### config.mk
export PLATFORM = sky130hd
export DESIGN_NAME = id_hazard_ctrl
export DESIGN_NICKNAME = d
export VERILOG_FILES = /design/src/rtl/id_hazard_ctrl.sv
export SDC_FILE = /design/constraint.sdc
export NUM_CORES = 1
export LEC_CHECK = 0
export CORE_MARGIN = 10
export CORE_UTILIZATION = 47
export CTS_CLUSTER_DIAMETER = 50
export CTS_CLUSTER_SIZE = 8
export DETAILED_ROUTE_END_ITERATION = 10
export PLACE_DENSITY = 0.82
export SYNTH_ARGS = -nofsm -noshare
export SYNTH_HDL_FRONTEND = slang
export SYNTH_SLANG_ARGS = --single-unit
### constraint.sdc
create_clock -name clk -period 2.41 [get_ports clk]
set_input_delay 0.3615 -clock clk [delete_from_list [all_inputs] [get_ports clk]]
set_output_delay 0.3615 -clock clk [all_outputs]
set_load 0.005 [all_outputs]
### src/rtl/id_hazard_ctrl.sv
// ----------------------------------------------------------------------------
// id_hazard_ctrl
//
// Decode-stage sequencing controller. Each cycle it decides whether the PC,
// IF/ID and ID/EX registers hold, flush or advance.
//
// The conditions are checked in this order:
//   freeze    data memory busy. The whole front end holds. A redirect that
//             arrives during the freeze is remembered, not applied.
//   flush     a redirect from EX, or a remembered one. IF/ID and ID/EX are
//             cleared.
//   load-use  the decode instruction reads the register that the load now
//             in EX writes. One bubble goes into ID/EX.
//   run       everything advances.
//
// Ports:
//   clk, rst_n      clock; synchronous active-low reset
//   id_*            decode instruction: valid, source registers with their
//                   use flags, load flag, destination register
//   ex_redirect     branch taken or jump resolved in EX (one-cycle pulse)
//   mem_busy        data memory not ready; MEM stage cannot complete
//   pc_stall, ifid_stall, idex_stall      hold controls
//   ifid_flush, idex_flush                bubble-insert controls
//   stall_cnt       saturating count of cycles with pc_stall=1
//   flush_cnt       saturating count of flush events applied
// ----------------------------------------------------------------------------
module id_hazard_ctrl #(
   parameter int CNT_WIDTH      = 16,
   parameter int REG_ADDR_WIDTH = 5
) (
   input  logic                      clk,
   input  logic                      rst_n,
   input  logic                      id_valid,
   input  logic [REG_ADDR_WIDTH-1:0] id_rs1_addr,
   input  logic [REG_ADDR_WIDTH-1:0] id_rs2_addr,
   input  logic                      id_uses_rs1,
   input  logic                      id_uses_rs2,
   input  logic                      id_MemRead,
   input  logic [REG_ADDR_WIDTH-1:0] id_rd_addr,
   input  logic                      ex_redirect,
   input  logic                      mem_busy,
   output logic                      pc_stall,
   output logic                      ifid_stall,
   output logic                      ifid_flush,
   output logic                      idex_stall,
   output logic                      idex_flush,
   output logic [CNT_WIDTH-1:0]      stall_cnt,
   output logic [CNT_WIDTH-1:0]      flush_cnt
);

   localparam logic [CNT_WIDTH-1:0]      CNT_ONE = 1;
   localparam logic [REG_ADDR_WIDTH-1:0] REG_X0  = '0;

   // Shadow of the load now in EX, plus a redirect that was held back
   // by a freeze.
   logic                      ex_load;
   logic [REG_ADDR_WIDTH-1:0] ex_rd;
   logic                      pend_flush;

   logic freeze;
   logic do_flush;
   logic rs1_hit;
   logic rs2_hit;
   logic load_use;

   // Performance counters stop at all-ones instead of wrapping.
   function automatic logic [CNT_WIDTH-1:0] sat_inc(input logic [CNT_WIDTH-1:0] v);
      if (&v) return v;
      else    return v + CNT_ONE;
   endfunction

   // Combinational decision: zero-cycle latency from inputs to controls
   always_comb begin
      freeze   = mem_busy;
      do_flush = !mem_busy && (ex_redirect || pend_flush);
      rs1_hit  = id_uses_rs1 && (id_rs1_addr == ex_rd);
      rs2_hit  = id_uses_rs2 && (id_rs2_addr == ex_rd);
      // A flush wins over a hazard: the younger instruction is discarded.
      load_use = !freeze && !do_flush && id_valid && ex_load &&
                 (ex_rd != REG_X0) && (rs1_hit || rs2_hit);

      pc_stall   = 1'b0;
      ifid_stall = 1'b0;
      ifid_flush = 1'b0;
      idex_stall = 1'b0;
      idex_flush = 1'b0;

      if (!rst_n) begin
         // While reset is held, both pipeline registers are cleared.
         // Any stall in progress is dropped in the same cycle.
         ifid_flush = 1'b1;
         idex_flush = 1'b1;
      end else if (freeze) begin
         pc_stall   = 1'b1;
         ifid_stall = 1'b1;
         idex_stall = 1'b1;
      end else if (do_flush) begin
         ifid_flush = 1'b1;
         idex_flush = 1'b1;
      end else if (load_use) begin
         pc_stall   = 1'b1;
         ifid_stall = 1'b1;
         idex_flush = 1'b1;
      end
   end

   // State update at the clock edge
   always_ff @(posedge clk) begin
      if (!rst_n) begin
         ex_load    <= 1'b0;
         ex_rd      <= '0;
         pend_flush <= 1'b0;
         stall_cnt  <= '0;
         flush_cnt  <= '0;
      end else begin
         if (freeze) begin
            // ex_load and ex_rd hold. Many redirects during one freeze
            // still produce a single flush.
            if (ex_redirect) pend_flush <= 1'b1;
         end else if (do_flush) begin
            pend_flush <= 1'b0;
            ex_load    <= 1'b0;
            flush_cnt  <= sat_inc(flush_cnt);
         end else if (load_use) begin
            // The bubble now in EX is not a load. This limits each hazard
            // to exactly one bubble.
            ex_load <= 1'b0;
         end else begin
            ex_load <= id_valid && id_MemRead && (id_rd_addr != REG_X0);
            ex_rd   <= id_rd_addr;
         end

         if (pc_stall) stall_cnt <= sat_inc(stall_cnt);
      end
   end

endmodule

==> metrics.sh <==
ROWS=23
FP.DIEAREA_MM2=0.00732
DRT-PASS1-ITER-COUNT=4
START_KIND='primary input'
CORE_OCCUPANCY_IN_THE_FINISHED_LAYOUT_PCT=70.0
SLEW_VIOL_FINAL=0
CHIPWIDTH_UM=85.5
CLK_PIN_SLEW_PS=70
INSERTEDDIODECOUNT=0
RELSLEWSLACK_PCT=76.5
POST_DRT_WL_PER_CELL_UM=14.6
P_SEQ_SHARE_PCT=48.1
GLOBALROUTEOVERFLOWTOTAL=0
GRT_FIRST_PASS_WIRELENGTH_UM=8280
POWER_PER_CELL_AREA_mW_PER_MM2=484
YS.FLOP_TYPE='sky130_fd_sc_hd__dfxtp_1'
TOTAL_LENGTH_OF_ROUTED_WIRES_UM=5100
YS_FF_LATCH=39
FINALNETCOUNT=324
PLACE.DETAILED.INSTANCES=339
TRITONCTS.NUM_BUFFERS=5
VDD.IR_DROP.WORST_uV=381
MIN-DELAY-PATH-CLASS='reg2reg'
SETUP_CLOCK_SKEW_AFTER_LAYOUT_PS=5.25
CP-END-KIND='primary output'
MOSTFREQUENTLAYOUTCELL='sky130_fd_sc_hd__clkdlybuf4s50_1'
CRITPATHARRIVALTIME_PS=1930
DETAILED_PLACE_HPWL_UM=3900
DR.FIRST_ITER.DRC_COUNT=76
AREA_GROWTH_PCT=41.8
PORT-BUFFER-COUNT=59
MAX-CAP-VIOLATIONS=0
GRT_PASS1_VIAS=1789
CHIPHEIGHT_UM=85.5
SYNTHESIS.INSTANCES=227
HTREE_NUM_LEVELS=2
DRTANTENNAVIOLNETS=0
FLOORPLAN.INITIALDENSITY_PCT=49.4
YOSYSWARNINGS=0
CTS.PATH.MAX_BUFFERS=2
OUTCOME='complete, no violations'
FINAL-HOLD-VIOLATION-COUNT=0
AVGSYNTHCELLAREA_UM2=8.89
POST-ROUTE-DRC-COUNT=0
POWER.LEAKAGE_uW=0.00103
VIA_COUNT=1812
TIMING_WORST_SETUP_PATH_TYPE='in2out'
FINALCRITICALPERIOD_PS=2290
SYNTH_ENABLE_FLOP_CELLS=0
SETUP_VIOLATIONS=0
RSZ0062_AT_GRT='false'
CTS_ROOT_BUFFER='sky130_fd_sc_hd__clkbuf_8'
TIMING.CRITICAL_PATH.FANOUT_MAX=3
REGAREA_UM2=781
WORST_SKEW_PAIR.LATE_LATENCY_PS=290
POWER.COMBINATIONAL.FRACTION_PCT=11.1
FILLERS=326
CLKPWRFRAC_PCT=40.8
WORST_SLEW_PIN_SLEW_PS=352
VIA_CELL_RATIO=5.18
SYNTH-SEQ-AREA-SHARE_PCT=38.7
LAYOUT.CELLS.MOST_COMMON_LIST='sky130_fd_sc_hd__clkdlybuf4s50_1, sky130_fd_sc_hd__dfxtp_1, sky130_fd_sc_hd__nor2_1'
SYN_AREA_MM2=0.00202
POWER.NET_SWITCHING_uW=307
SYNTH.NET_COUNT=252
DRIVE_GT1_SHARE_PCT=12.3
WORSTPATHREQUIRED_PS=2050
PLACE_WS_PS=-132
GRT_ANTENNA_BEFORE_REPAIR=0
CTS_SINKS=39
POSTSYNTH.ASYNCRESETSHARE_PCT=0
FP.COREAREA_MM2=0.00409
GRT_MAX_DEGREE=35
MULTI_INPUT_COMB_AREA_MM2=0.00118
FLOORPLAN.IO_PINS=60
FINAL.PERIOD_UTILIZATION_PCT=95.2
PLACE.GP.CONGESTION=0.767
SYNTHDISTINCTLIBCELLS=42
SWITCHING_SHARE_PCT=22.1
TIMING.FMAX_MHz=436
CLOCK_TREE_FROM_TRITONCTS='yes'
FINAL_CRITICAL_PATH_SETUP_SLACK_PS=115
LAYOUT.CELLS.NON_FILLER=350
GRT_USAGE_PCT=13.5
P_INT_uW=1080
## stage by stage
step / area, um2 / hold WS, ps / total power (uW) / setup TNS (ps)
final: 2860 / 487 / 1390 / 0
after global routing: 2860 / 517 / 1440 / 0
after CTS: 2850 / 488 / 1400 / 0
after detailed placement: 2700 / 469 / 832 / -281
after global placement: 2700 / 462 / 828 / -87.5
after floorplan: 2020 / 449 / 749 / 0
## synth_stat cells (all sizes together) (3+ instances only)
cell type,number,area share (%)
and3,5,1.5
mux2i,9,4.5
o21ai,4,0.99
and4,4,1.9
nand3,13,3.7
nor3,8,2.2
buf,4,1.5
nand4,6,1.9
dfxtp,39,39
clkbuf,3,0.56
nand2,21,3.9
xnor2,26,11
inv,8,1.5
nor2,37,7.0
or3,3,0.93
a21oi,8,2.2
xor2,7,3.0
and2,4,1.2
## state kept, by name, summed over array words and instances, names as in the netlist
name,cells
stall_cnt,16
flush_cnt,16
pend_flush,1
ex_rd,5
ex_load,1
## layout make-up
type	count	area share [%]
Timing Repair Buffer	72	24.1
Clock buffer	6	2.89
Sequential cell	39	27.3
Inverter	8	1.05
Clock inverter	2	1.22
Multi-Input combinational cell	173	41.2
Tap cell	50	2.19
## power groups by stage
stage | Sequential, uW | Clock (uW) | Combinational [uW]
4_1_cts | 667 | 574 | 154
5_1_grt | 669 | 599 | 167
3_3_place_gp | 682 | 0 | 146
3_5_place_dp | 682 | 0 | 150
2_1_floorplan | 680 | 0 | 69.3
6_report | 667 | 565 | 154
## cell families after synthesis
logic type      count (synthesis)  share of synthesized area, %
fa+ha+maj                       2                          1.24
xor+xnor                       33                          14.3
compound gates                 22                          9.30
simple gates                  107                          28.4
flops                          39                          38.7
mux                             9                          4.46
buf+inv                        15                          3.60
## worst max-delay path, stage by stage
cell and delay [ps]:
sky130_fd_sc_hd__clkdlybuf4s50_1 540, sky130_fd_sc_hd__inv_1 100, sky130_fd_sc_hd__nor2_1 250, sky130_fd_sc_hd__buf_4 180, sky130_fd_sc_hd__clkdlybuf4s50_1 500
## worst paths after layout
kind | startpoint | slack [ps] | cells past startpoint | end
setup / recovery | mem_busy | 120 | 5 | idex_stall
hold / removal | ex_load | 490 | 1 | ex_load
setup reg to reg | ex_rd[3] | 270 | 10 | stall_cnt[4]
hold reg to reg | ex_load | 490 | 1 | ex_load
## per-layer routing
metal / routed length, um / part of all wire, % / GRT usage [%]
met2: 2660 / 52 / 23.9
met4: 57 / 1.1 / 5.24
met1: 2090 / 41 / 14.6
met3: 282 / 5.5 / 4.16
met5: 0 / 0 / 0
## what timing repair did
action                                  4_1_cts  5_1_grt
pin swaps                                     3        1
endpoints found under the setup margin        3        2
hold buffers                                  0        0
buffers inserted                              2        1
resized for setup                             4        2
Power figures use the tool's default switching activity.
==> RTL edit (same settings) <==
`REG_ADDR_WIDTH`: 5 -> 6.
--- a/src/rtl/id_hazard_ctrl.sv
+++ b/src/rtl/id_hazard_ctrl.sv
@@ -26,7 +26,7 @@
 // ----------------------------------------------------------------------------
 module id_hazard_ctrl #(
    parameter int CNT_WIDTH      = 16,
-   parameter int REG_ADDR_WIDTH = 5
+   parameter int REG_ADDR_WIDTH = 6
 ) (
    input  logic                      clk,
    input  logic                      rst_n,
Interface: changed (resized id_rd_addr, id_rs1_addr and id_rs2_addr); port bits go from 60 to 63. The function was not compared with the original's and may differ.
==> RTL edit against the original RTL <==
- synthesized area grew 1.7%
- sequential cell count increased by 1
- final area rose by 4.0%
- total power shrank 8.2%
- worst setup slack worse by 0.017 ns
- routed wire length increased by 17%
- sequential share of layout area down 0.38 points
- largest cell class unchanged
- synthesized cell count up 5.3%
- sequential power rose by 3.0%
- highest routed layer unchanged
- first-iteration DRC count increased by 29%
==> RTL edit: results (changes against the original RTL) <==
| Metric | Value |
|---|---|
| Post-DP HPWL | 4410 um (was 3900 um) |
| Worst r2r src | pend_flush (was ex_rd[3]) |
| Leakage Power | 1.08 nW (was 1.03 nW) |
| Final nets | 349 (was 324) |
| Syn_nets | 267 (was 252) |
| Hold path endpoint | pend_flush (was ex_load) |
| Setup Skew | 0.00783 ns (was 0.00525 ns) |
| DR iter-0 viols | 98 (was 76) |
| CP Class | register to register (was primary input to primary output) |
| Delay-heaviest family, CP | simple AND/OR/NAND/NOR gates (was buffers and inverters) |
| Worst R2R Setup Slack | 0.1 ns (was 0.27 ns) |
| M2 GR Usage | 0.255 (was 0.239) |
| Min-Delay Path Class | primary input to register (was register to register) |
| Reg2Reg Depth | 8 (was 10) |
| Status | finished clean (unchanged) |
| Vias in the first global route | 2079 (was 1789) |
| Largest net degree at the start of global routing | 21 (was 35) |
| Met1 Use GR | 0.191 (was 0.146) |
| Post-synthesis cell type count | 41 (was 42) |
| Met3 Use GR | 0.0520 (was 0.0416) |
| Inst Count DP | 361 (was 339) |
| Post-cts sizing count | 5 (was 4) |
| Share of cells above drive strength 1 | 0.106 (was 0.123) |
| Port buffer count | 62 (was 59) |
| Top flop regs | flush_cnt (16), stall_cnt (16), ex_rd (6) (was flush_cnt (16), stall_cnt (16), ex_rd (5)) |
==> RTL edit: cell types whose count changed in the layout (fill, tap and decap cells not counted), sizes merged, moves of 5 or more <==
cell | unedited run | this run
a21oi | 8 | 14
buf | 13 | 23
mux2i | 9 | 14
nand2b | 1 | 6
nor2 | 37 | 19
xnor2 | 26 | 21
xor2 | 7 | 2
==> RTL edit: area by class of cell <==
cell class                      instances  area [sq um]
Inverter                                5          18.8
Clock buffer                            6          72.6
Tap cell                               50          62.6
Clock inverter                          1          5.00
Fill cell                             323          1140
Sequential cell                        40           801
Timing Repair Buffer                   85           797
Multi-Input combinational cell        184          1220
==> RTL edit: power breakdown <==
| group | switching, mW | leakage, nW | internal (mW) | total, mW |
|---|---|---|---|---|
| Clock | 0.222 | 0.0410 | 0.197 | 0.419 |
| Sequential | 0.0159 | 0.323 | 0.671 | 0.687 |
| Combinational | 0.0680 | 0.713 | 0.0996 | 0.168 |
| Total | 0.306 | 1.08 | 0.967 | 1.27 |
==> RTL edit: per-stage QoR <==
| step | setup slack, ns | utilization | setup TNS (ns) | hold WS [ns] | cell area (sq um) |
|---|---|---|---|---|---|
| after floorplan | 0.249 | - | 0 | 0.449 | 2050 |
| after global placement | -0.200 | 0.690 | -1.42 | 0.465 | 2840 |
| after detailed placement | -0.259 | 0.690 | -2.38 | 0.476 | 2840 |
| after CTS | 0.000831 | 0.717 | 0 | 0.488 | 2950 |
| after global routing | 0.0213 | 0.723 | 0 | 0.469 | 2980 |
| final | 0.0987 | 0.723 | 0 | 0.456 | 2980 |
==> RTL edit: layer usage <==
layer,wire (um),vias to the layer above
met5,0,-
li1,-,1021
met1,2510,973
met4,113,0
met3,542,12
met2,2770,55
